===== config.mk =====
export PLATFORM = sky130hd
export DESIGN_NAME = dbg_console_monitor_flat
export DESIGN_NICKNAME = d
export VERILOG_FILES = /design/src/rtl/dbg_console_monitor_if.sv /design/src/rtl/dbg_console_monitor.sv /design/src/flat_wrapper.sv
export SDC_FILE = /design/constraint.sdc
export NUM_CORES = 1
export LEC_CHECK = 0
export CORE_MARGIN = 2
export CORE_UTILIZATION = 40
export CTS_CLUSTER_DIAMETER = 120
export DETAILED_ROUTE_END_ITERATION = 10
export SYNTH_ARGS = -nofsm -noshare
export SYNTH_HDL_FRONTEND = slang
export SYNTH_SLANG_ARGS = --single-unit

===== constraint.sdc =====
create_clock -name clock_in -period 9.41 [get_ports clock_in]
set_clock_uncertainty 0.05 [all_clocks]
set_input_delay 0.941 -clock clock_in [delete_from_list [all_inputs] [get_ports clock_in]]
set_output_delay 0.941 -clock clock_in [all_outputs]
set_load 0.01 [all_outputs]

===== src/rtl/dbg_console_monitor_if.sv =====
// Bus snoop + character stream interface for dbg_console_monitor.
// master: the CPU/memory bus and the character consumer (bench or debug port).
// slave : the monitor itself.
interface dbg_console_monitor_if #(
  parameter int CHW = 1
);
  logic           bus_valid;
  logic           bus_we;
  logic [31:0]    address;
  logic [31:0]    data_write;
  logic           char_ready;
  logic           char_valid;
  logic [7:0]     char_data;
  logic [CHW-1:0] char_chan;

  modport master (
    output bus_valid, bus_we, address, data_write, char_ready,
    input  char_valid, char_data, char_chan
  );

  modport slave (
    input  bus_valid, bus_we, address, data_write, char_ready,
    output char_valid, char_data, char_chan
  );
endinterface


===== src/rtl/dbg_console_monitor.sv =====
// dbg_console_monitor: snoops the hf-riscv bus, captures console character
// writes from NUM_CH channels, auto-wraps long lines and queues {chan, char}
// in a FIFO drained by a valid/ready consumer. Also keeps sticky halt,
// fault (with first fault address) and a saturating IRQ-vector counter.
// Optional build macro: DBG_MON_CR_STRIP_EN -- when defined, 0x0D writes are
// silently discarded; otherwise 0x0D is an ordinary printable character.

// Per-channel line counter: counts printable characters since the last
// newline and reports when the line is full.
module dbg_con_line_ctr #(
  parameter  int LINE_MAX = 72,
  localparam int LCW      = $clog2(LINE_MAX + 1)
) (
  input  logic clock_in,
  input  logic reset,
  input  logic acc_i,    // capture on this channel accepted into FIFO
  input  logic nl_i,     // captured character is a newline
  output logic wrap_o    // line is full; next printable char forces a newline
);
  logic [LCW-1:0] lc_q, lc_d;

  assign wrap_o = (lc_q == LCW'(LINE_MAX));

  // Next count: newline resets, wrap restarts at 1 (the char after the
  // inserted newline), otherwise increment.
  always_comb begin
    lc_d = lc_q;
    if (acc_i) begin
      if (nl_i)        lc_d = '0;
      else if (wrap_o) lc_d = LCW'(1);
      else             lc_d = lc_q + LCW'(1);
    end
  end

  // Counter register.
  always_ff @(posedge clock_in) begin
    if (reset) lc_q <= '0;
    else       lc_q <= lc_d;
  end
endmodule

module dbg_console_monitor #(
  parameter  int          NUM_CH    = 2,
  parameter  logic [31:0] CON_BASE  = 32'hf00000d0,
  parameter  int          LINE_MAX  = 72,
  parameter  int          DEPTH     = 16,
  parameter  logic [31:0] HALT_ADDR = 32'he0000000,
  parameter  logic [31:0] MEM_TOP   = 32'h50000000,
  parameter  logic [31:0] IO_BASE   = 32'hf0000000,
  parameter  logic [31:0] IRQ_VEC   = 32'h40000100,
  localparam int          CHW       = (NUM_CH > 1) ? $clog2(NUM_CH) : 1
) (
  input  logic                   clock_in,
  input  logic                   reset,
  dbg_console_monitor_if.slave   bus,
  output logic                   overflow,
  output logic                   halt,
  output logic                   fault,
  output logic [31:0]            fault_addr,
  output logic [15:0]            irq_count
);
  localparam int PW = $clog2(DEPTH);
  localparam int CW = PW + 1;

  typedef struct packed {
    logic [CHW-1:0] ch;
    logic [7:0]     c;
  } ent_t;

  // ---------------------------------------------------------------- state
  ent_t          mem_q [DEPTH];
  logic [PW-1:0] wr_ptr_q, wr_ptr_d;
  logic [PW-1:0] rd_ptr_q, rd_ptr_d;
  logic [CW-1:0] count_q, count_d;
  logic          overflow_q, overflow_d;
  logic          halt_q, halt_d;
  logic          fault_q, fault_d;
  logic [31:0]   fault_addr_q, fault_addr_d;
  logic [15:0]   irq_q, irq_d;

  // ---------------------------------------------------------------- decode
  logic [NUM_CH-1:0] hit;
  logic [NUM_CH-1:0] wrap;
  logic [CHW-1:0]    cap_ch;
  logic [7:0]        c;
  logic              is_nl;
  logic              cr_drop;
  logic              cap;
  logic              need2;
  logic [CW-1:0]     free;
  logic              room;
  logic              push_ok;
  logic              pop;
  logic [1:0]        npush;
  logic [PW-1:0]     wr_nxt;
  logic              unused_bits;

  assign c           = bus.data_write[31:24];
  assign unused_bits = ^bus.data_write[23:0];
  assign is_nl       = (c == 8'h0A);

`ifdef DBG_MON_CR_STRIP_EN
  assign cr_drop = (c == 8'h0D);
`else
  assign cr_drop = 1'b0;
`endif

  // One counter per channel; accepted captures advance only their channel.
  for (genvar gi = 0; gi < NUM_CH; gi++) begin : g_ch
    assign hit[gi] = bus.bus_valid && bus.bus_we &&
                     (bus.address == CON_BASE + 32'(4 * gi));
    dbg_con_line_ctr #(.LINE_MAX(LINE_MAX)) u_lc (
      .clock_in (clock_in),
      .reset    (reset),
      .acc_i    (push_ok && hit[gi]),
      .nl_i     (is_nl),
      .wrap_o   (wrap[gi])
    );
  end

  // Encode the (at most one) hit channel into its index.
  always_comb begin
    cap_ch = '0;
    for (int i = 0; i < NUM_CH; i++)
      if (hit[i]) cap_ch = CHW'(i);
  end

  // A full line needs two slots (newline + char). Room is judged against
  // the pre-pop count so a same-cycle pop never makes space.
  assign cap     = (|hit) && !halt_q && !cr_drop;
  assign need2   = !is_nl && wrap[cap_ch];
  assign free    = CW'(DEPTH) - count_q;
  assign room    = need2 ? (free >= CW'(2)) : (free >= CW'(1));
  assign push_ok = cap && room;
  assign pop     = (count_q != '0) && bus.char_ready;
  assign npush   = push_ok ? (need2 ? 2'd2 : 2'd1) : 2'd0;
  assign wr_nxt  = wr_ptr_q + PW'(1);

  // ---------------------------------------------------------------- outputs
  assign bus.char_valid = (count_q != '0);
  assign bus.char_data  = bus.char_valid ? mem_q[rd_ptr_q].c  : 8'h00;
  assign bus.char_chan  = bus.char_valid ? mem_q[rd_ptr_q].ch : '0;
  assign overflow       = overflow_q;
  assign halt           = halt_q;
  assign fault          = fault_q;
  assign fault_addr     = fault_addr_q;
  assign irq_count      = irq_q;

  // Pointer / count / sticky-status next state.
  always_comb begin
    wr_ptr_d     = wr_ptr_q + PW'(npush);
    rd_ptr_d     = rd_ptr_q + PW'(pop);
    count_d      = count_q + CW'(npush) - CW'(pop);
    overflow_d   = overflow_q | (cap && !room);
    halt_d       = halt_q | (bus.bus_valid && (bus.address == HALT_ADDR));
    fault_d      = fault_q;
    fault_addr_d = fault_addr_q;
    irq_d        = irq_q;
    if (bus.bus_valid && (bus.address > MEM_TOP) && (bus.address < IO_BASE)) begin
      fault_d = 1'b1;
      if (!fault_q) fault_addr_d = bus.address;
    end
    if (bus.bus_valid && (bus.address == IRQ_VEC) && (irq_q != 16'hFFFF))
      irq_d = irq_q + 16'd1;
  end

  // Control and status registers.
  always_ff @(posedge clock_in) begin
    if (reset) begin
      wr_ptr_q     <= '0;
      rd_ptr_q     <= '0;
      count_q      <= '0;
      overflow_q   <= 1'b0;
      halt_q       <= 1'b0;
      fault_q      <= 1'b0;
      fault_addr_q <= '0;
      irq_q        <= '0;
    end else begin
      wr_ptr_q     <= wr_ptr_d;
      rd_ptr_q     <= rd_ptr_d;
      count_q      <= count_d;
      overflow_q   <= overflow_d;
      halt_q       <= halt_d;
      fault_q      <= fault_d;
      fault_addr_q <= fault_addr_d;
      irq_q        <= irq_d;
    end
  end

  // FIFO storage; a wrap writes the inserted newline first, then the char.
  always_ff @(posedge clock_in) begin
    if (!reset && push_ok) begin
      if (need2) begin
        mem_q[wr_ptr_q] <= '{ch: cap_ch, c: 8'h0A};
        mem_q[wr_nxt]   <= '{ch: cap_ch, c: c};
      end else begin
        mem_q[wr_ptr_q] <= '{ch: cap_ch, c: c};
      end
    end
  end
endmodule


===== src/flat_wrapper.sv =====
// flat-port wrapper written by rule: the top's interface ports become plain ports
module dbg_console_monitor_flat 
#(
  parameter  int          NUM_CH    = 2,
  parameter  logic [31:0] CON_BASE  = 32'hf00000d0,
  parameter  int          LINE_MAX  = 72,
  parameter  int          DEPTH     = 16,
  parameter  logic [31:0] HALT_ADDR = 32'he0000000,
  parameter  logic [31:0] MEM_TOP   = 32'h50000000,
  parameter  logic [31:0] IO_BASE   = 32'hf0000000,
  parameter  logic [31:0] IRQ_VEC   = 32'h40000100,
  localparam int          CHW       = (NUM_CH > 1) ? $clog2(NUM_CH) : 1
)
  (clock_in, reset, overflow, halt, fault, fault_addr, irq_count, bus_bus_valid, bus_bus_we, bus_address, bus_data_write, bus_char_ready, bus_char_valid, bus_char_data, bus_char_chan);
  dbg_console_monitor_if #(.CHW((1))) bus_i ();
  input  logic clock_in;
  input  logic reset;
  output logic overflow;
  output logic halt;
  output logic fault;
  output logic [31:0] fault_addr;
  output logic [15:0] irq_count;
  input wire logic [$bits(bus_i.bus_valid)-1:0] bus_bus_valid;
  input wire logic [$bits(bus_i.bus_we)-1:0] bus_bus_we;
  input wire logic [$bits(bus_i.address)-1:0] bus_address;
  input wire logic [$bits(bus_i.data_write)-1:0] bus_data_write;
  input wire logic [$bits(bus_i.char_ready)-1:0] bus_char_ready;
  output wire logic [$bits(bus_i.char_valid)-1:0] bus_char_valid;
  output wire logic [$bits(bus_i.char_data)-1:0] bus_char_data;
  output wire logic [$bits(bus_i.char_chan)-1:0] bus_char_chan;
  assign bus_i.bus_valid = bus_bus_valid;
  assign bus_i.bus_we = bus_bus_we;
  assign bus_i.address = bus_address;
  assign bus_i.data_write = bus_data_write;
  assign bus_i.char_ready = bus_char_ready;
  assign bus_char_valid = bus_i.char_valid;
  assign bus_char_data = bus_i.char_data;
  assign bus_char_chan = bus_i.char_chan;
  dbg_console_monitor #(.NUM_CH(NUM_CH), .CON_BASE(CON_BASE), .LINE_MAX(LINE_MAX), .DEPTH(DEPTH), .HALT_ADDR(HALT_ADDR), .MEM_TOP(MEM_TOP), .IO_BASE(IO_BASE), .IRQ_VEC(IRQ_VEC)) u_core (.clock_in(clock_in), .reset(reset), .bus(bus_i), .overflow(overflow), .halt(halt), .fault(fault), .fault_addr(fault_addr), .irq_count(irq_count));
endmodule

==> results_tabular.tex, run 1 <==
\begin{tabular}{lr}
\hline
Metric & Value \\
\hline
\multicolumn{2}{l}{\textbf{Power}} \\
Leak & 4.09 nW \\
Worst vdd rail ir drop & 0.000124 V \\
Comb power frac & between 10\% and 20\% \\
Net Switching & between 0.0006 and 0.0007 W \\
Proportion of power drawn by the clock network & about two fifths \\
Internal power component & 0.00185 W \\
PnR Total Power & 0.00251 W \\
Sequential power share & between 40\% and 50\% \\
Switching fraction of total power & 26.2\% \\
Power density of the placed cells & 197 nW/um\^{}2 \\
\multicolumn{2}{l}{\textbf{STA}} \\
Post-route fraction of the period consumed by the critical path & 58.4\% \\
Hold violation total from the final report & 0 \\
Max\_slew headroom & 27.2\% \\
Highest achievable clock rate & 0.182 GHz \\
Max-slew violation total from the final report & 0 \\
Final Critical Period & 5500 ps \\
Accumulated negative setup slack & 0 ps \\
Worst-Margin Slew & 1090 ps \\
RSZ-0062 raised after global routing & false \\
Setup-failing EPs final & 0 \\
\multicolumn{2}{l}{\textbf{Die}} \\
Core Footprint & 26000 sq um \\
Rows & around 60 \\
Total die area & 27800 sq um \\
Initial standard-cell utilization of the core & 40.7\% \\
Die outline height & 167 um \\
I/O pins & 130 \\
Die Span X & 167 um \\
\multicolumn{2}{l}{\textbf{Flow run}} \\
Max Cap Violations & 0 \\
\multicolumn{2}{l}{\textbf{Drt}} \\
Iteration-0 DRC Markers & 425 \\
WL per Instance & 19.1 um \\
Routed Antenna Nets & 0 \\
Post-Route WL & 25800 um \\
DRC viols & 0 \\
Vias & 7339 \\
Vias/cell & roughly 5.4 \\
TritonRoute pass-1 iters & 5 \\
\multicolumn{2}{l}{\textbf{Place}} \\
Final weighted congestion in routability-driven placement & 0.855 \\
Placed wire-length estimate & between 15000 and 20000 um \\
Post-detailed-placement cell area & approximately 12000 sq um \\
Buffers added on ports & around 110 \\
Number of placed instances, taps included & approximately 1300 \\
\multicolumn{2}{l}{\textbf{Hold path}} \\
Worst hold start & u\_core.fault\_addr[25]\$\_SDFFE\_PP0P\_ \\
Worst hold-check path type & flip-flop to flip-flop \\
\multicolumn{2}{l}{\textbf{Worst setup path}} \\
Critical path buffers and inverters & 1 \\
CP startpoint kind & input pin \\
Slowest cell delay on critical path & 940 ps \\
Critical path arrival & 5590 ps \\
Internal reg-to-reg setup slack & 5220 ps \\
Critical path startpoint & bus\_address[9] \\
Biggest fanout along the worst timing path & 35 \\
Series of cell instances along the critical path & clkdlybuf4s50\_1 > or4\_1 > nor4b\_1 > and3\_1 > mux2i\_4 > o211ai\_4 > nand2b\_1 > nor2\_1 \\
Launching point of the worst reg2reg path & u\_core.count\_q[0]\$\_SDFF\_PP0\_ \\
Required time at the worst-slack endpoint & 9510 ps \\
Worst path slowest cell & sky130\_fd\_sc\_hd\_\_mux2i\_4 \\
Type of the setup path with the least slack & input pin to flip-flop \\
CP top delay family & simple AND/OR/NAND/NOR gates \\
Setup crit end kind & flip-flop \\
\multicolumn{2}{l}{\textbf{Synthesis}} \\
Mean cell area of the mapped netlist & $\sim$12 sq um \\
Sequential cell area fraction in the yosys report & between 50\% and 60\% \\
Largest area contributor in the synthesized netlist & sky130\_fd\_sc\_hd\_\_edfxtp\_1 \\
Prevailing post-synth register cell & sky130\_fd\_sc\_hd\_\_edfxtp\_1 \\
Net Count, Synth & 999 \\
Most frequent cell after synthesis & sky130\_fd\_sc\_hd\_\_edfxtp\_1 \\
Number of distinct library cells after synthesis & 68 \\
Post-synth ARST share & 0\% \\
Commonest cells post-synth & sky130\_fd\_sc\_hd\_\_edfxtp\_1 (144), sky130\_fd\_sc\_hd\_\_nor2\_1 (141), sky130\_fd\_sc\_hd\_\_nand2\_1 (107), sky130\_fd\_sc\_hd\_\_dfxtp\_1 (78), sky130\_fd\_sc\_hd\_\_a21oi\_1 (60) \\
Post-synth design cell area & $\sim$11000 sq um \\
Register bit count reported by yosys & 222 \\
Area fraction of the dominant cell type after synthesis & 40.9\% \\
Cells taking the most area after synthesis & sky130\_fd\_sc\_hd\_\_edfxtp\_1 (41\%), sky130\_fd\_sc\_hd\_\_dfxtp\_1 (15\%), sky130\_fd\_sc\_hd\_\_mux4\_2 (9.6\%) \\
Warnings from Yosys & 0 \\
Post-synth EDFFs & 144 \\
Count of mapped cells out of synthesis & 908 \\
\multicolumn{2}{l}{\textbf{Clock network}} \\
Total number of H-tree levels & 1 \\
Number of clock sinks seen by CTS & 222 \\
Source-to-sink clock delay at the later pin of the worst-skew pair & between 500 and 600 ps \\
Maximum clock insertion buffer count & 3 \\
CTS resizes & 0 \\
Clk slew on worst S/H paths & approximately 60 ps \\
Cts bufs inserted & 24 \\
Post CTS Setup Buffer Count & 0 \\
Hold buffer count at CTS & 0 \\
TritonCTS clock tree & yes \\
Clock Root Buffer & sky130\_fd\_sc\_hd\_\_clkbuf\_16 \\
\multicolumn{2}{l}{\textbf{Layout}} \\
Fraction of final layout cells sized beyond drive strength 1 & 14.0\% \\
Layout Cell Area excl Fill & between 10000 and 15000 sq um \\
Layout Nets & $\sim$1100 \\
Count of fill cells added during filler insertion & $\sim$2400 \\
Number of antenna diodes & 0 \\
Cell Count, Final, Fillers Out & 1355 \\
Area growth from synthesis to final layout & 20.5\% \\
\multicolumn{2}{l}{\textbf{Global route}} \\
Via count of the first global-routing pass & $\sim$7300 \\
Grt total ovfl & 0 \\
Pin count of the biggest net entering global routing & 83 \\
Initial antenna violation count & 0 \\
First-pass GRT wire length & 41000 um \\
Total global routing track utilization & around a fifth \\
\multicolumn{2}{l}{\textbf{Status}} \\
Run status & completed \\
\hline
\end{tabular}
[power by group through the flow]
stage | clock, W | combinational [W] | sequential, W
global route | 0.00103 | 0.000504 | 0.00109
CTS | 0.000990 | 0.000462 | 0.00109
finish | 0.000969 | 0.000452 | 0.00109
floorplan | 0 | 0.000317 | 0.00109
detailed placement | 0 | 0.000461 | 0.00111
global placement | 0 | 0.000453 | 0.00111
[cells by family (layout without fill, tap and decap cells)]
kind of cell | Yosys count | after routing | share of synthesized area, %
buf+inv | 72 | 184 | 2.98
xor+xnor | 20 | 20 | 1.66
mux | 52 | 52 | 10.6
fa+ha+maj | 22 | 22 | 2.74
flops | 222 | 222 | 55.6
simple gates | 409 | 409 | 19.4
compound gates | 111 | 111 | 7.01
[layer usage]
layer / share of wire [%] / GRT usage [%] / vias to the layer above
met5: 0 / 0 / -
met1: 44 / 25.3 / 3585
li1: - / - / 3506
met2: 48 / 31.3 / 205
met4: 2.5 / 4.91 / 0
met3: 5.5 / 3.26 / 43
[final cells by class]
class | count | area, sq um | share of cell area, %
sequential | 222 | 5890 | 46.2
clock inverter | 17 | 203 | 1.59
multi-input combinational | 614 | 4400 | 34.5
clock buffer | 27 | 612 | 4.80
tap | 335 | 419 | 3.29
timing repair buffer | 119 | 1150 | 9.03
inverter | 21 | 78.8 | 0.618
[metrics by stage]
| stage | utilization (%) | setup slack (ps) | hold slack [ps] |
|---|---|---|---|
| after detailed placement | 45.9 | 3380 | 396 |
| after global placement | 45.9 | 3480 | 392 |
| after CTS | 49.1 | 3920 | 404 |
| after floorplan | - | 4990 | 407 |
| final | 49.1 | 3910 | 402 |
| after global routing | 49.1 | 3610 | 423 |
[registers in the layout (all words and copies together), names as in the netlist]
signal and count:
u_core.count_q 5, u_core.fault 1, u_core.fault_addr 32, u_core.g_ch.u_lc.lc_q 14, u_core.halt 1, u_core.irq_count 16
u_core.mem_q 144, u_core.overflow 1, u_core.rd_ptr_q 4, u_core.wr_ptr_q 4
[worst register-to-register path: stages (launching register included)]
cell                       delay (ps)
sky130_fd_sc_hd__dfxtp_1          400
sky130_fd_sc_hd__inv_1            110
sky130_fd_sc_hd__ha_1             230
sky130_fd_sc_hd__and2_1           140
sky130_fd_sc_hd__ha_1             280
sky130_fd_sc_hd__nor4bb_1         150
sky130_fd_sc_hd__o211ai_1         150
sky130_fd_sc_hd__a21oi_1          160
sky130_fd_sc_hd__mux2i_4          490
sky130_fd_sc_hd__o211ai_4         450
sky130_fd_sc_hd__nand2b_1         390
sky130_fd_sc_hd__nor2_1           820
[cells in the final DEF, fill, tap and decap left out, types with 8 or more instances in the layout]
master	synthesis	final
sky130_fd_sc_hd__a21oi_1	60	60
sky130_fd_sc_hd__a21oi_2	8	8
sky130_fd_sc_hd__and2_1	13	13
sky130_fd_sc_hd__and3_1	10	10
sky130_fd_sc_hd__buf_4	1	14
sky130_fd_sc_hd__clkbuf_16	0	24
sky130_fd_sc_hd__clkdlybuf4s50_1	0	104
sky130_fd_sc_hd__dfxtp_1	78	77
sky130_fd_sc_hd__edfxtp_1	144	144
sky130_fd_sc_hd__ha_1	20	20
sky130_fd_sc_hd__inv_1	20	20
sky130_fd_sc_hd__mux4_2	45	45
sky130_fd_sc_hd__nand2_1	107	107
sky130_fd_sc_hd__nand3_1	13	13
sky130_fd_sc_hd__nand4_1	10	10
sky130_fd_sc_hd__nor2_1	141	141
sky130_fd_sc_hd__nor2b_1	16	15
sky130_fd_sc_hd__nor3_1	15	15
sky130_fd_sc_hd__o21ai_0	10	10
sky130_fd_sc_hd__or3_1	26	26
sky130_fd_sc_hd__xnor2_1	12	12
sky130_fd_sc_hd__xor2_1	8	8
[final timing paths]
path	depth (start not counted)	end
worst max-delay path	8	u_core.mem_q[6][8]$_DFFE_PP_
worst min-delay path	2	u_core.fault_addr[25]$_SDFFE_PP0P_
worst max register to register	11	u_core.mem_q[6][8]$_DFFE_PP_
worst min register to register	2	u_core.fault_addr[25]$_SDFFE_PP0P_
(Power assumes the default switching activity.)
==> inputs of run 2 (changes only) <==
==> constraint.sdc (replaced) <==
create_clock -name clock_in -period 5.6 [get_ports clock_in]
set_clock_uncertainty 0.05 [all_clocks]
set_input_delay 0.56 -clock clock_in [delete_from_list [all_inputs] [get_ports clock_in]]
set_output_delay 0.56 -clock clock_in [all_outputs]
set_load 0.01 [all_outputs]
==> run 2 against run 1 <==
Global-route usage is 0.29 points higher. Register-to-register slack worse by 3300 ps. Cell area is 0.43% higher. Largest power group unchanged. Highest routed layer unchanged.
==> results_tabular.tex, run 2 (synthesis results as in run 1) <==
\begin{tabular}{lr}
\hline
Metric & Value \\
\hline
\multicolumn{2}{l}{\textbf{Status}} \\
Run status & completed \\
\multicolumn{2}{l}{\textbf{Clock network}} \\
Source-to-sink clock delay at the later pin of the worst-skew pair & 540 ps (about the same) \\
Number of clock sinks seen by CTS & 222 (unchanged) \\
Cts bufs inserted & 25 (+4.2\%) \\
TritonCTS clock tree & yes \\
Total number of H-tree levels & 1 (unchanged) \\
Clk slew on worst S/H paths & 60 ps (about the same) \\
Clock Root Buffer & sky130\_fd\_sc\_hd\_\_clkbuf\_16 \\
Maximum clock insertion buffer count & 3 (unchanged) \\
Post CTS Setup Buffer Count & 0 (unchanged) \\
Hold buffer count at CTS & 0 (unchanged) \\
CTS resizes & 0 (unchanged) \\
\multicolumn{2}{l}{\textbf{Die}} \\
I/O pins & 130 (unchanged) \\
Die Span X & 167 um (unchanged) \\
Rows & 59 (unchanged) \\
Total die area & 27800 sq um (unchanged) \\
Core Footprint & 26000 sq um (unchanged) \\
Die outline height & 167 um (unchanged) \\
Initial standard-cell utilization of the core & 40.7\% (unchanged) \\
\multicolumn{2}{l}{\textbf{Layout}} \\
Area growth from synthesis to final layout & 21.0\% \\
Largest reg by FF count & u\_core.mem\_q \\
Fraction of final layout cells sized beyond drive strength 1 & 14.6\% (+0.56 points) \\
Number of flip-flops under the largest register name & 144 (unchanged) \\
Most frequent cells in the layout & sky130\_fd\_sc\_hd\_\_edfxtp\_1 (144), sky130\_fd\_sc\_hd\_\_nor2\_1 (141), sky130\_fd\_sc\_hd\_\_nand2\_1 (107) \\
Leading cell type in the layout, fill and taps excluded & sky130\_fd\_sc\_hd\_\_edfxtp\_1 \\
Count of fill cells added during filler insertion & 2367 (-0.80\%) \\
Layout Nets & 1102 (+0.82\%) \\
Number of antenna diodes & 0 (unchanged) \\
Layout Cell Area excl Fill & 12800 sq um (+0.43\%) \\
\multicolumn{2}{l}{\textbf{STA}} \\
Final Critical Period & 4230 ps \\
Post-route fraction of the period consumed by the critical path & 75.5\% \\
Setup-failing EPs final & 0 (unchanged) \\
RSZ-0062 raised after global routing & false \\
Max\_slew headroom & 38.3\% (+11 points) \\
Worst-Margin Slew & 921 ps (-171 ps) \\
Final worst-path setup slack & 1370 ps (-2540 ps) \\
Max-slew violation total from the final report & 0 (unchanged) \\
Highest achievable clock rate & 0.237 GHz \\
Hold violation total from the final report & 0 (unchanged) \\
Accumulated negative setup slack & 0 ps (unchanged) \\
\multicolumn{2}{l}{\textbf{Power}} \\
Worst vdd rail ir drop & 0.000227 V (+83\%) \\
Leak & 4.14 nW (+1.3\%) \\
Power density of the placed cells & 330 nW/um\^{}2 (+68\%) \\
\multicolumn{2}{l}{\textbf{Global route}} \\
Top Usage Layer GRT & met2 \\
Total global routing track utilization & 19.0\% (+0.29 points) \\
Initial antenna violation count & 1 (+1) \\
First-pass GRT wire length & 41500 um (+1.2\%) \\
M1 GR Usage & 25.3\% (about the same) \\
Met2 Use GR & 32.3\% (+1.0 points) \\
Via count of the first global-routing pass & 7394 (+0.74\%) \\
Grt total ovfl & 0 (unchanged) \\
Global Route met3 Usage & 3.40\% (+0.14 points) \\
Pin count of the biggest net entering global routing & 82 (-1.2\%) \\
\multicolumn{2}{l}{\textbf{Place}} \\
Setup slack at placement & 843 ps (-2530 ps) \\
Buffers added on ports & 105 (unchanged) \\
Post-detailed-placement cell area & 12000 sq um (+0.50\%) \\
Placed wire-length estimate & 17900 um (+2.0\%) \\
Final weighted congestion in routability-driven placement & 0.847 (-0.94\%) \\
\multicolumn{2}{l}{\textbf{Drt}} \\
WL per Instance & 19.6 um (+2.8\%) \\
DRC viols & 0 (unchanged) \\
Routed Antenna Nets & 0 (unchanged) \\
TritonRoute pass-1 iters & 5 (unchanged) \\
Vias & 7381 (+0.57\%) \\
Iteration-0 DRC Markers & 520 (+22\%) \\
Post-Route WL & 26700 um (+3.4\%) \\
Vias/cell & 5.41 (about the same) \\
\multicolumn{2}{l}{\textbf{Worst setup path}} \\
Slowest cell delay on critical path & 630 ps (-310 ps) \\
Worst path slowest cell & sky130\_fd\_sc\_hd\_\_or4\_1 \\
Type of the setup path with the least slack & input pin to flip-flop \\
Biggest fanout along the worst timing path & 35 (unchanged) \\
CP top delay family & simple AND/OR/NAND/NOR gates \\
Critical path arrival & 4430 ps (-1160 ps) \\
Required time at the worst-slack endpoint & 5800 ps (-3710 ps) \\
Series of cell instances along the critical path & clkdlybuf4s50\_1 > or4\_1 > nor4b\_1 > and3\_1 > mux2i\_4 > o211ai\_4 > a21oi\_1 > buf\_4 \\
Setup crit end kind & flip-flop \\
CP startpoint kind & input pin \\
Critical path buffers and inverters & 2 (+1) \\
\multicolumn{2}{l}{\textbf{Hold path}} \\
Worst hold-check path type & flip-flop to flip-flop \\
\multicolumn{2}{l}{\textbf{Flow run}} \\
Max Cap Violations & 0 (unchanged) \\
\hline
\end{tabular}
run 2: where the power goes:
group          switching, W  total [W]  internal (W)
sequential        0.0000692    0.00183       0.00176
clock              0.000672    0.00163      0.000960
combinational      0.000380   0.000759      0.000379
run 2: worst paths after layout:
path                                                      endpoint  depth (start not counted)                               start  slack, ps
worst min register to register  u_core.fault_addr[19]$_SDFFE_PP0P_                          2  u_core.fault_addr[19]$_SDFFE_PP0P_        400
worst max register to register        u_core.count_q[4]$_SDFF_PP0_                         15        u_core.count_q[3]$_SDFF_PP0_       1890
worst min-delay path            u_core.fault_addr[19]$_SDFFE_PP0P_                          2  u_core.fault_addr[19]$_SDFFE_PP0P_        400
worst max-delay path                  u_core.mem_q[8][6]$_DFFE_PP_                          8                      bus_address[9]       1370
run 2: area by class of cell:
class	count	area, sq um	area share, %
clock inverter	16	169	1.32
inverter	21	78.8	0.616
timing repair buffer	127	1210	9.46
multi-input combinational	614	4400	34.3
sequential	222	5890	46.0
tap	335	419	3.27
clock buffer	29	641	5.00
run 2: worst reg2reg max path, cell delays in order (launching register included):
cell,delay [ps]
sky130_fd_sc_hd__dfxtp_1,450
sky130_fd_sc_hd__inv_1,100
sky130_fd_sc_hd__ha_1,190
sky130_fd_sc_hd__and2_1,150
sky130_fd_sc_hd__ha_1,280
sky130_fd_sc_hd__nor4bb_1,400
sky130_fd_sc_hd__o21ai_0,190
sky130_fd_sc_hd__a21oi_1,320
sky130_fd_sc_hd__or3_4,200
sky130_fd_sc_hd__ha_1,110
sky130_fd_sc_hd__inv_1,60
sky130_fd_sc_hd__fa_1,460
sky130_fd_sc_hd__a21oi_1,140
sky130_fd_sc_hd__nor2_1,70
sky130_fd_sc_hd__or3_1,340
sky130_fd_sc_hd__a21oi_1,130
run 2: per-stage QoR:
step / std cells / util (%) / hold WS [ps] / power, W
6_report: 1364 / 49.3 / 404 / 0.00422
4_1_cts: 1364 / 49.3 / 404 / 0.00426
3_3_place_gp: 1319 / 46.2 / 393 / 0.00262
5_1_grt: 1364 / 49.3 / 418 / 0.00441
3_5_place_dp: 1319 / 46.2 / 397 / 0.00263
2_1_floorplan: 908 / - / 407 / 0.00236
run 2: per-layer routing:
layer  vias up  wire, um
met2       221     12800
met3        33      1650
met1      3601     11700
met4         0       551
li1       3526         -
met5         -         0
==> inputs of run 3 (changes only) <==
==> constraint.sdc (replaced) <==
create_clock -name clock_in -period 3.6 [get_ports clock_in]
set_clock_uncertainty 0.05 [all_clocks]
set_input_delay 0.36 -clock clock_in [delete_from_list [all_inputs] [get_ports clock_in]]
set_output_delay 0.36 -clock clock_in [all_outputs]
set_load 0.01 [all_outputs]
==> run 3 against run 2 <==
Non-clock buffer count increased by 80. Utilization up 3.1 points. Global-route usage rose by 0.21 points. Critical path depth rose by 5. Combinational power up 82%. Sequential share of layout area down 2.7 points. Cell area is 6.2% higher. Clock-buffer cell count is the same. Clock power increased by 60%. First-iteration DRC count fell by 15%. Sequential power grew 54%. Power up 61%. Largest power group unchanged. Highest routed layer unchanged.
==> results_tabular.tex, run 3 (synthesis results as in run 1) <==
\begin{tabular}{lr}
\hline
Metric & Value \\
\hline
\multicolumn{2}{l}{\textbf{Worst setup path}} \\
Internal reg-to-reg setup slack & 110 ps (-1780 ps) \\
Path length in cells of the critical path & 13 (+5) \\
Critical path startpoint & bus\_address[12] \\
CP startpoint kind & input pin \\
Worst path slowest cell & sky130\_fd\_sc\_hd\_\_or4\_1 \\
Setup crit end kind & flip-flop \\
Launching point of the worst reg2reg path & u\_core.count\_q[0]\$\_SDFF\_PP0\_ \\
FF-to-FF path depth & 15 (unchanged) \\
Biggest fanout along the worst timing path & 2 (-94\%) \\
Type of the setup path with the least slack & input pin to flip-flop \\
Reg2Reg Capture Point & u\_core.count\_q[4]\$\_SDFF\_PP0\_ \\
CP top delay family & simple AND/OR/NAND/NOR gates \\
Series of cell instances along the critical path & clkdlybuf4s50\_1 > or4\_1 > nor4b\_4 > and3\_4 > mux2i\_4 > or3\_4 > ha\_1 > inv\_1 > fa\_1 > a21oi\_2 > nor2\_1 > or3\_1 > a21oi\_1 \\
Critical path buffers and inverters & 2 (unchanged) \\
Critical path arrival & 3910 ps (-520 ps) \\
Required time at the worst-slack endpoint & 4010 ps (-1790 ps) \\
Slowest cell delay on critical path & 610 ps (-20 ps) \\
\multicolumn{2}{l}{\textbf{Power}} \\
Power density of the placed cells & 499 nW/um\^{}2 (+52\%) \\
Worst vdd rail ir drop & 0.000390 V (+72\%) \\
Leak & 4.62 nW (+12\%) \\
\multicolumn{2}{l}{\textbf{STA}} \\
Hold violation total from the final report & 0 (unchanged) \\
Post-route fraction of the period consumed by the critical path & between 90\% and 100\% \\
Max\_slew headroom & 41.0\% (+2.7 points) \\
Accumulated negative setup slack & 0 ps (unchanged) \\
Worst hold slack & 350 ps (-54.5 ps) \\
Setup-failing EPs final & 0 (unchanged) \\
Final Critical Period & roughly 3500 ps \\
Highest achievable clock rate & 0.286 GHz \\
Worst-Margin Slew & 884 ps (-37.1 ps) \\
Max-slew violation total from the final report & 0 (unchanged) \\
\multicolumn{2}{l}{\textbf{Global route}} \\
Top Usage Layer GRT & met2 \\
Pin count of the biggest net entering global routing & 82 (unchanged) \\
Total global routing track utilization & 19.2\% (+0.21 points) \\
M1 GR Usage & 26.8\% (+1.5 points) \\
Initial antenna violation count & 1 (unchanged) \\
Via count of the first global-routing pass & 7843 (+6.1\%) \\
Grt total ovfl & 0 (unchanged) \\
First-pass GRT wire length & 42900 um (+3.2\%) \\
Global Route met3 Usage & 3.26\% (-0.14 points) \\
Met2 Use GR & 31.4\% (-0.90 points) \\
\multicolumn{2}{l}{\textbf{Place}} \\
Post-detailed-placement cell area & 12700 sq um (+6.0\%) \\
Placed wire-length estimate & 18700 um (+4.5\%) \\
Buffers added on ports & 105 (unchanged) \\
Number of placed instances, taps included & 1399 (+6.1\%) \\
Final weighted congestion in routability-driven placement & 0.810 (-4.4\%) \\
\multicolumn{2}{l}{\textbf{Die}} \\
Total die area & 27800 sq um (unchanged) \\
Rows & 59 (unchanged) \\
Die outline height & 167 um (unchanged) \\
Core Footprint & 26000 sq um (unchanged) \\
Initial standard-cell utilization of the core & 40.7\% (unchanged) \\
I/O pins & 130 (unchanged) \\
Die Span X & 167 um (unchanged) \\
\multicolumn{2}{l}{\textbf{Clock network}} \\
Total number of H-tree levels & 1 (unchanged) \\
TritonCTS clock tree & yes \\
Clock Root Buffer & sky130\_fd\_sc\_hd\_\_clkbuf\_16 \\
Cts bufs inserted & 26 (+4.0\%) \\
Number of clock sinks seen by CTS & 222 (unchanged) \\
Clk slew on worst S/H paths & 60 ps (about the same) \\
Source-to-sink clock delay at the later pin of the worst-skew pair & 540 ps (about the same) \\
Post CTS Setup Buffer Count & 0 (unchanged) \\
Maximum clock insertion buffer count & 3 (unchanged) \\
Hold buffer count at CTS & 0 (unchanged) \\
\multicolumn{2}{l}{\textbf{Drt}} \\
Vias & 7737 (+4.8\%) \\
DRC viols & 0 (unchanged) \\
Vias/cell & 5.35 (-1.2\%) \\
WL per Instance & 18.3 um (-6.4\%) \\
Iteration-0 DRC Markers & 442 (-15\%) \\
Routed Antenna Nets & 0 (unchanged) \\
TritonRoute pass-1 iters & 6 (+1) \\
Post-Route WL & 26500 um (-0.71\%) \\
\multicolumn{2}{l}{\textbf{Layout}} \\
Layout Nets & 1183 (+7.4\%) \\
Count of fill cells added during filler insertion & 2320 (-2.0\%) \\
Number of flip-flops under the largest register name & 144 (unchanged) \\
Area used by multi-input combinational logic & 4450 sq um (+1.1\%) \\
Leading cell type in the layout, fill and taps excluded & sky130\_fd\_sc\_hd\_\_edfxtp\_1 \\
Util after Layout & 52.3\% (+3.1 points) \\
Cell Count, Final, Fillers Out & 1447 (+6.1\%) \\
Fraction of final layout cells sized beyond drive strength 1 & 22.2\% (+7.6 points) \\
Layout Cell Area excl Fill & 13600 sq um (+6.2\%) \\
Largest reg by FF count & u\_core.mem\_q \\
Area growth from synthesis to final layout & 28.6\% \\
Most frequent cells in the layout & sky130\_fd\_sc\_hd\_\_edfxtp\_1 (144), sky130\_fd\_sc\_hd\_\_nor2\_1 (141), sky130\_fd\_sc\_hd\_\_nand2\_1 (107) \\
Area of all sequential standard cells & 5890 sq um (about the same) \\
Number of antenna diodes & 0 (unchanged) \\
\multicolumn{2}{l}{\textbf{Flow run}} \\
Max Cap Violations & 0 (unchanged) \\
\multicolumn{2}{l}{\textbf{Hold path}} \\
Endpoint of the worst hold-timing path & u\_core.fault\_addr[27]\$\_SDFFE\_PP0P\_ \\
WHS Path Cells & 3 (+1) \\
Worst hold-check path type & input pin to flip-flop \\
Worst hold start & bus\_address[27] \\
\multicolumn{2}{l}{\textbf{Status}} \\
Run status & completed \\
\hline
\end{tabular}
-- run 3: changes by cell type in the layout (fill, tap and decap cells not counted), moves of 3 or more --
cell	delta
sky130_fd_sc_hd__buf_4	+72
sky130_fd_sc_hd__clkinv_1	-3
sky130_fd_sc_hd__buf_12	+8
sky130_fd_sc_hd__clkinv_2	+5
-- run 3: per-layer routing --
metal | share of wire (%) | wire, um
met5 | 0 | 0
met4 | 2.1 | 546
met3 | 4.9 | 1290
met2 | 47 | 12600
met1 | 46 | 12100
-- run 3: report_power, final --
| group | internal (W) | switching, W |
|---|---|---|
| Sequential | 0.00274 | 0.0000635 |
| Combinational | 0.000701 | 0.000680 |
| Clock | 0.00154 | 0.00106 |
-- run 3: metrics by stage --
| stage | total power (W) | setup slack [ps] |
|---|---|---|
| after floorplan | 0.00367 | -185 |
| after global placement | 0.00420 | -465 |
| after detailed placement | 0.00422 | -528 |
| after CTS | 0.00683 | 39.3 |
| after global routing | 0.00710 | -24.9 |
| final | 0.00679 | 100 |
-- run 3: worst max path at each step --
stage | endpoint | slack [ps]
2_1_floorplan | u_core.count_q[4]$_SDFF_PP0_ | -180
3_3_place_gp | u_core.count_q[4]$_SDFF_PP0_ | -470
5_1_grt | u_core.count_q[4]$_SDFF_PP0_ | -20
4_1_cts | u_core.count_q[4]$_SDFF_PP0_ | 40
3_5_place_dp | u_core.count_q[4]$_SDFF_PP0_ | -530
6_report | u_core.count_q[4]$_SDFF_PP0_ | 100
-- run 3: layout make-up --
class	instances	share of cell area, %
flip-flops and latches	222	43.3
clock inverters	19	1.39
clock buffers	29	4.87
well taps	335	3.08
repair buffers	207	14.1
inverters	21	0.580
multi-input cells	614	32.7
-- run 3: worst min-delay path, stage by stage --
cell,delay (ps)
sky130_fd_sc_hd__clkdlybuf4s50_1,410
sky130_fd_sc_hd__nand2_1,60
sky130_fd_sc_hd__a21oi_1,50
-- run 3: timing repair --
| action | in CTS | in global routing |
|---|---|---|
| gates resized for setup | 0 | 10 |
| hold endpoints to repair | 0 | 0 |
| endpoints found under the setup margin | 0 | 8 |
